`config.mk`:
```
export PLATFORM = sky130hd
export DESIGN_NAME = forth_tokenizer
export DESIGN_NICKNAME = d
export VERILOG_FILES = /design/src/rtl/forth_pkg.sv /design/src/rtl/forth_tokenizer.sv
export SDC_FILE = /design/constraint.sdc
export NUM_CORES = 1
export LEC_CHECK = 0
export ABC_AREA = 0
export BUFFER_PORTS_ARGS = -buffer_cell sky130_fd_sc_hd__buf_2
export CORE_ASPECT_RATIO = 1.5
export CORE_UTILIZATION = 55
export DETAILED_ROUTE_END_ITERATION = 10
export GPL_ROUTABILITY_DRIVEN = 0
export PLACE_DENSITY = 0.81
export SLEW_MARGIN = 30
export SYNTH_ARGS = -nofsm -noshare
export SYNTH_HDL_FRONTEND = slang
export SYNTH_SLANG_ARGS = --single-unit
```
`constraint.sdc`:
```
create_clock -name i_clk -period 3.1 [get_ports i_clk]
set_input_delay 0 -clock i_clk [delete_from_list [all_inputs] [get_ports i_clk]]
set_output_delay 0 -clock i_clk [all_outputs]
set_load 0.01 [all_outputs]
```
`src/rtl/forth_pkg.sv`:
```
// ---------------------------------------------------------------------------
// forth_pkg
//   Shared definitions for the Forth tokenizer front end.
//   - tok_state_t : tokenizer FSM states (SKIP, COLLECT, HOLD)
//   - CH_SP, CH_TAB, CH_LF, CH_CR : the four word-separating characters
//   - is_delim()  : true when an 8-bit character is one of the separators
// ---------------------------------------------------------------------------
package forth_pkg;

    typedef enum logic [1:0] {
        SKIP    = 2'd0,
        COLLECT = 2'd1,
        HOLD    = 2'd2
    } tok_state_t;

    localparam logic [7:0] CH_SP  = 8'h20;
    localparam logic [7:0] CH_TAB = 8'h09;
    localparam logic [7:0] CH_LF  = 8'h0A;
    localparam logic [7:0] CH_CR  = 8'h0D;

    // Only these four codes separate words; every other value, NUL included,
    // is an ordinary word character.
    function automatic logic is_delim(input logic [7:0] ch);
        return (ch == CH_SP) || (ch == CH_TAB) || (ch == CH_LF) || (ch == CH_CR);
    endfunction

endpackage

```
`src/rtl/forth_tokenizer.sv`:
```
// ---------------------------------------------------------------------------
// forth_tokenizer
//   Splits a character stream into zero-padded fixed-width word keys for the
//   dictionary index search. Each finished word is presented with a
//   valid/ready handshake and a one-cycle update strobe.
//
// Parameters
//   KEY_WIDTH  : bits per character (must be >= 8)
//   KEY_LENGTH : maximum characters per key
//   LEN_BITS   : derived width of the length count
//
// Ports
//   i_clk        in   clock, rising edge
//   i_reset      in   asynchronous active-high reset
//   i_char_valid in   i_char is valid this cycle
//   i_char       in   input character
//   o_char_ready out  character accepted this cycle (state != HOLD)
//   o_key        out  word buffer, first character in o_key[0], unused = 0
//   o_length     out  number of stored characters, 0..KEY_LENGTH
//   o_overflow   out  word was longer than KEY_LENGTH and was truncated
//   o_valid      out  o_key/o_length/o_overflow hold a complete word
//   i_ready      in   downstream consumes the held word
//   o_update     out  one-cycle pulse on the first cycle of o_valid
// ---------------------------------------------------------------------------
module forth_tokenizer
    import forth_pkg::*;
#(
    parameter  int KEY_WIDTH  = 8,
    parameter  int KEY_LENGTH = 8,
    localparam int LEN_BITS   = $clog2(KEY_LENGTH + 1)
) (
    input  logic                 i_clk,
    input  logic                 i_reset,
    input  logic                 i_char_valid,
    input  logic [KEY_WIDTH-1:0] i_char,
    output logic                 o_char_ready,
    output logic [KEY_WIDTH-1:0] o_key [KEY_LENGTH-1:0],
    output logic [LEN_BITS-1:0]  o_length,
    output logic                 o_overflow,
    output logic                 o_valid,
    input  logic                 i_ready,
    output logic                 o_update
);

    localparam logic [LEN_BITS-1:0] MAX_LEN = LEN_BITS'(KEY_LENGTH);

    tok_state_t           state_reg,    state_next;
    logic [LEN_BITS-1:0]  length_reg,   length_next;
    logic                 overflow_reg, overflow_next;
    logic                 update_reg,   update_next;
    logic [KEY_WIDTH-1:0] key_reg [KEY_LENGTH-1:0];

    logic high_zero;
    logic char_delim;
    logic char_fire;
    logic store_en;
    logic release_word;

    // With characters wider than a byte, a separator must also have all of
    // its upper bits clear.
    generate
        if (KEY_WIDTH > 8) begin : g_wide
            assign high_zero = (i_char[KEY_WIDTH-1:8] == '0);
        end else begin : g_byte
            assign high_zero = 1'b1;
        end
    endgenerate

    assign char_delim   = is_delim(i_char[7:0]) && high_zero;
    assign char_fire    = i_char_valid && (state_reg != HOLD);
    assign release_word = (state_reg == HOLD) && i_ready;

    // Slot to write is always the current length: in SKIP the length is 0,
    // so the first character lands in slot 0 without a separate path.
    assign store_en = char_fire && !char_delim &&
                      ((state_reg == SKIP) ||
                       ((state_reg == COLLECT) && (length_reg < MAX_LEN)));

    always_comb begin
        state_next    = state_reg;
        length_next   = length_reg;
        overflow_next = overflow_reg;
        update_next   = 1'b0;
        case (state_reg)
            SKIP: begin
                if (char_fire && !char_delim) begin
                    state_next  = COLLECT;
                    length_next = LEN_BITS'(1);
                end
            end
            COLLECT: begin
                if (char_fire) begin
                    if (char_delim) begin
                        state_next  = HOLD;
                        // Flag marks HOLD entry; it lives for exactly one cycle.
                        update_next = 1'b1;
                    end else if (length_reg < MAX_LEN) begin
                        length_next = length_reg + LEN_BITS'(1);
                    end else begin
                        // Saturate the count and remember the truncation.
                        overflow_next = 1'b1;
                    end
                end
            end
            HOLD: begin
                if (i_ready) begin
                    state_next    = SKIP;
                    length_next   = '0;
                    overflow_next = 1'b0;
                end
            end
            default: begin
                state_next    = SKIP;
                length_next   = '0;
                overflow_next = 1'b0;
            end
        endcase
    end

    always_ff @(posedge i_clk or posedge i_reset) begin
        if (i_reset) begin
            state_reg    <= SKIP;
            length_reg   <= '0;
            overflow_reg <= 1'b0;
            update_reg   <= 1'b0;
        end else begin
            state_reg    <= state_next;
            length_reg   <= length_next;
            overflow_reg <= overflow_next;
            update_reg   <= update_next;
        end
    end

    // Word buffer. Clearing on release guarantees the next word starts from
    // an all-zero key, so short words never carry stale characters.
    always_ff @(posedge i_clk or posedge i_reset) begin
        if (i_reset) begin
            for (int i = 0; i < KEY_LENGTH; i++) begin
                key_reg[i] <= '0;
            end
        end else if (release_word) begin
            for (int i = 0; i < KEY_LENGTH; i++) begin
                key_reg[i] <= '0;
            end
        end else if (store_en) begin
            for (int i = 0; i < KEY_LENGTH; i++) begin
                if (length_reg == LEN_BITS'(i)) begin
                    key_reg[i] <= i_char;
                end
            end
        end
    end

    assign o_char_ready = (state_reg != HOLD);
    assign o_valid      = (state_reg == HOLD);
    assign o_update     = update_reg;
    assign o_length     = length_reg;
    assign o_overflow   = overflow_reg;
    assign o_key        = key_reg;

endmodule

```
After elaboration in Yosys (flattened, before gate mapping)
Cells that the tools add are included.

Bits in registers: 72. Bits of input ports: 12. Output and inout port bits: 72. Word-level logic and storage cells: 97.

Add/sub/neg operators: 1. Order comparisons: 1. Eq/ne operators: 21. Muxes and demuxes: 29. Bitwise gates (word level): 1. Reductions and logical operators: 32.

Operators by type and width (number): 64-bit 2-to-1 mux (2); 8-bit 2-to-1 mux (8); 8-bit by 4-bit == test with 1-bit output (second input constant) (3); 4-bit 2-to-1 mux (5); 2-bit nonzero test (9); 4-bit by 3-bit == test with 1-bit output (second input constant) (4); 2-bit AND reduction (8); 2-bit inequality test (second input constant) (6); 4-bit one-hot mux with 3 select lines (1); 5-bit AND reduction (2); 4-bit by 2-bit == test with 1-bit output (second input constant) (2); 8-bit by 6-bit == test with 1-bit output (second input constant) (1); 2-bit 2-to-1 mux (4); 1-bit 2-to-1 mux (7); 2-bit one-hot mux with 3 select lines (1); 1-bit logical AND (5); 4-bit by 1-bit adder with 4-bit output (second input constant) (1); 4-bit by 1-bit == test with 1-bit output (second input constant) (1); 4-bit zero test (1); 1-bit logical OR (4); 4-bit < comparator (second input constant) (1); 2-bit by 1-bit inequality test with 1-bit output (second input constant) (2); 4-bit AND reduction (1); 1-bit one-hot mux with 3 select lines (1); 5 further kinds (5).

Depth between registers and ports, before layout
Depth after elaboration: 9. Mapped depth: 7. Depth with buffers taken out: 6.

Least setup slack after synthesis
OpenSTA, ideal clock, no wires.

Path kind: register to register. From: register length_reg[0], in the netlist o_length[0]. To: register key_reg (netlist bit o_key[4]). Library setup time: 0.118 ns. Arrival time: 1.579 ns. Required time: 2.982 ns. Setup slack: 1.403 ns. Stages on the path, launching flop included: 8. Path buffers: 1. Clock period less this slack: 1.697 ns. Cells stage by stage: dfrtp_1 inv_1 ha_1 nand3b_1 clkbuf_1 o211ai_1 o31ai_2 a21o_1.

Longest elaborated chain between the ends: 6. Elaborated cells between the ends (all ways): 8. Those cells by class: order compare: 1; reduce/logical: 7.

Ends and longest elaborated chain: start, declared (line forth_tokenizer.sv:48) `logic [LEN_BITS-1:0] length_reg, length_next;`; start signal, assigned (line forth_tokenizer.sv:128) `length_reg <= length_next;`; 4-bit < comparator (line forth_tokenizer.sv:77) `((state_reg == COLLECT) && (length_reg < MAX_LEN)));`; 1-bit logical AND (line forth_tokenizer.sv:77); 1-bit logical OR (line forth_tokenizer.sv:76) `((state_reg == SKIP) ||`; 1-bit logical AND (line forth_tokenizer.sv:75) `assign store_en = char_fire && !char_delim &&`; 2-bit nonzero test (no line); 2-bit AND reduction (no line) *; end signal, assigned by index (line forth_tokenizer.sv:148) `key_reg[i] <= i_char;`; end, declared (line forth_tokenizer.sv:51) `logic [KEY_WIDTH-1:0] key_reg [KEY_LENGTH-1:0];`.

Every way passes the cells marked *; elsewhere a longest branch is shown, timed or not. A chain may end at the register's enable or synchronous reset.

Worst setup path after layout
From: register length_reg[0], in the netlist o_length[0]. To: register key_reg (netlist bit o_key[48]).

The elaborated chain is that of the path after synthesis.

==> out/results.tsv <==
stage	metric	value	unit
routing	wl_per_cell	20.7	um
grt	grt_pass1_vias	3895	
clock_network	root_buffer	clkbuf_16	
timing	relSlewSlack	0.407	
logic_synthesis	synthSimpleGateAreaFrac	0.104	
grt	track_usage	0.323	
die	dieArea	8250	um2
logic_synthesis	synth-edff-count	0	
die	die_h	111	um
worst_hold_path	worstHoldPathType	primary input to flip-flop	
setup_path	required	3.37	ns
timing	period_minus_slack	2.39	ns
setup_path	worstPathCellList	inv_1 -> ha_1 -> nand3b_1 -> nor2_1 -> a31o_1	
layout	fin_nets	516	
die	die_w	74.5	um
logic_synthesis	synth_xor_area_frac	0	
pwr	p_per_area	993	nW/um2
clock_network	clkLatencyLatePin	0.34	ns
layout	area_delta_synth_final	15.5	%
clock_network	cts-hold-fix-buffers	2	
routing	viasPerCell	6.68	
placed_design	dp_hpwl	7680	um
layout	diodes	0	
clock_network	cts_resized	0	
logic_synthesis	muxShareOfSynthArea	0.00779	
clock_network	cts_tree	done	
timing	fin_hold_ws	0.0310	ns
pwr	power.leakage	2.33	nW
clock_network	cts_buffer_depth	2	
timing	timing.setup.tns	0	ns
setup_path	critPathLaunchType	flip-flop	
grt	grt_max_degree	89	
timing	rsz0062_at_grt	false	
clock_network	cts_sinks	72	
routing	wl	12600	um
routing	ant_nets	0	
pwr	combPwrFrac	0.451	
pwr	p_sw	0.00200	W
placed_design	io_buffers	83	
grt	grt_pass1_wl	20300	um
timing	hold_violations	0	
logic_synthesis	synth-seq-area-share	0.416	
timing	setup_violations	0	
setup_path	cpMaxStageDelayCell	nor2_1	
setup_path	worstPathMaxFanout	18	
pwr	swShare	0.402	
logic_synthesis	synth_top_family_by_area	compound AO/OA/AOI/OAI gates	
setup_path	critical_path_class	flip-flop to flip-flop	
routing	dr.pass1.iters	5	
setup_path	crit_family	simple AND/OR/NAND/NOR gates	
logic_synthesis	ys_types	44	
routing	drt_iter0_markers	518	
status	status	complete, no violations	
logic_synthesis	syn_area	4330	um2
setup_path	critPathBufInv	1	
logic_synthesis	synthAdderAreaFrac	0.0115	
die	initial_core_util	0.569	
setup_path	crit_arrival	2.66	ns
logic_synthesis	synth_top_flop_cell	dfrtp_1	
timing	timing.final.crit_share	0.771	
routing	drc	0	
logic_synthesis	synth-seq-cells	72	
layout	largest_reg_flops	64	
routing	num_vias	4052	
timing	report.final.slew_viol_count	0	
timing	worst_pin_slew	0.886	ns
grt	gr-total-overflow	0	
setup_path	cp_slowest_stage_delay	0.80	ns
clock_network	clk_pin_slew	0.06	ns
pwr	p_seq_frac	0.349	
pwr	p_clk_frac	0.200	
logic_synthesis	synth_nets	466	
logic_synthesis	syn_inst	450	
grt	antenna_found_initial	0	
pwr	internal_power	0.00297	W
logic_synthesis	synth_compound_area_frac	0.392	
clock_network	htreeDepth	3	
timing	max_freq	418	MHz
logic_synthesis	yosysWarnings	0	
clock_network	postCtsSetupRepairBufs	0	
logic_synthesis	async_reset_ff_frac	1.00	
layout	drive_gt1_frac	0.267	
die	coreArea	7610	um2
logic_synthesis	avgSynthCellArea	9.63	um2
clock_network	numCtsBuffers	9	
run	drv_cap	0	
die	rows	39	
pwr	ir_worst_vdd	0.561	mV
die	io_pins	84	
setup_path	endpoint_kind	flip-flop	
timing	skew	0.00540	ns
## layer usage
metal  routed length, um  GRT usage  up-vias
li1                    -          -     1822
met1                5140      0.438     2005
met2                6280      0.498      181
met3                 686     0.0518       44
met4                 490      0.148        0
met5                   0          0        -
## cells in the final DEF (no fill, tap or decap), types with 2 or more instances in the layout
cell	Yosys	layout
a21o_1	25	25
a31o_1	37	37
a31o_2	3	3
buf_2	11	83
buf_4	0	9
clkbuf_1	34	2
clkbuf_16	0	9
clkbuf_8	0	3
dfrtp_1	72	72
dlygate4sd3_1	0	2
ha_1	4	4
inv_1	7	6
nand2_1	68	68
nand2b_1	3	3
nand3b_1	5	5
nor2_1	12	12
nor2b_1	2	2
nor3_1	2	2
nor4_1	2	2
o211ai_1	65	65
o21ai_0	2	2
o31ai_1	47	47
o31ai_2	17	17
## worst reg2reg max path: cells and delay by family (launching register included)
kind,cells,cell delay [ns]
AO/OA/AOI/OAI,1,0.24
adder cells (fa/ha/maj),1,0.16
buffers and inverters,1,0.14
flip-flops,1,0.41
AND/OR/NAND/NOR,2,1.37
## worst paths after layout
check,startpoint,end,slack (ns),depth (start not counted)
worst max-delay path,o_length[0]$_DFFE_PP0P_,o_key[48]$_DFFE_PP0P_,0.71,5
worst min-delay path,i_char_valid,state_reg[0]$_DFFE_PP0P_,0.03,2
worst max register to register,o_length[0]$_DFFE_PP0P_,o_key[48]$_DFFE_PP0P_,0.71,5
worst min register to register,o_overflow$_DFFE_PP0P_,o_overflow$_DFFE_PP0P_,0.49,1
max in group asynchronous,i_reset,o_key[4]$_DFFE_PP0P_,1.95,4
min in group asynchronous,i_reset,o_key[43]$_DFFE_PP0P_,0.37,3
## metrics by stage
stage	worst slack [ns]	utilization	area (um2)	instances	total power, W
floorplan	1.28	-	4330	450	0.00319
global placement	0.852	0.618	4700	589	0.00386
detailed placement	0.761	0.618	4700	589	0.00396
CTS	0.766	0.658	5010	607	0.00497
global route	0.628	0.658	5010	607	0.00529
finish	0.710	0.658	5010	607	0.00497
## Yosys cell counts (3+ instances only)
cell type	count	area (um2)
buf_2	11	55.1
nand2b_1	3	18.8
o31ai_1	47	353
nand2_1	68	255
nand3b_1	5	37.5
buf_6	5	56.3
clkbuf_1	34	128
o31ai_2	17	213
inv_1	7	26.3
o211ai_1	65	488
a21o_1	25	188
nor2_1	12	45.0
ha_1	4	50.1
a31o_1	37	324
a31o_2	3	26.3
dfrtp_1	72	1800
## layout make-up
class,instances,area (um2)
multi-input cells,315,2240
clock buffers,14,274
fillers,630,2610
repair buffers,95,523
flip-flops and latches,72,1800
clock inverters,2,12.5
inverters,7,26.3
well taps,102,128
## logic make-up (layout without fill, tap and decap cells)
kind of cell,Yosys count,in the layout
adder cells (fa/ha/maj),4,4
AND/OR/NAND/NOR,101,101
buffers and inverters,63,118
AO/OA/AOI/OAI,208,208
flip-flops,72,72
multiplexers,2,2
## power groups by stage
stage / registers [W] / logic [W] / clock network [W]
floorplan: 0.00184 / 0.00135 / 0
global placement: 0.00171 / 0.00215 / 0
detailed placement: 0.00173 / 0.00222 / 0
CTS: 0.00172 / 0.00225 / 0.000998
global route: 0.00178 / 0.00247 / 0.00104
finish: 0.00173 / 0.00224 / 0.000996
(Power assumes the default switching activity.)
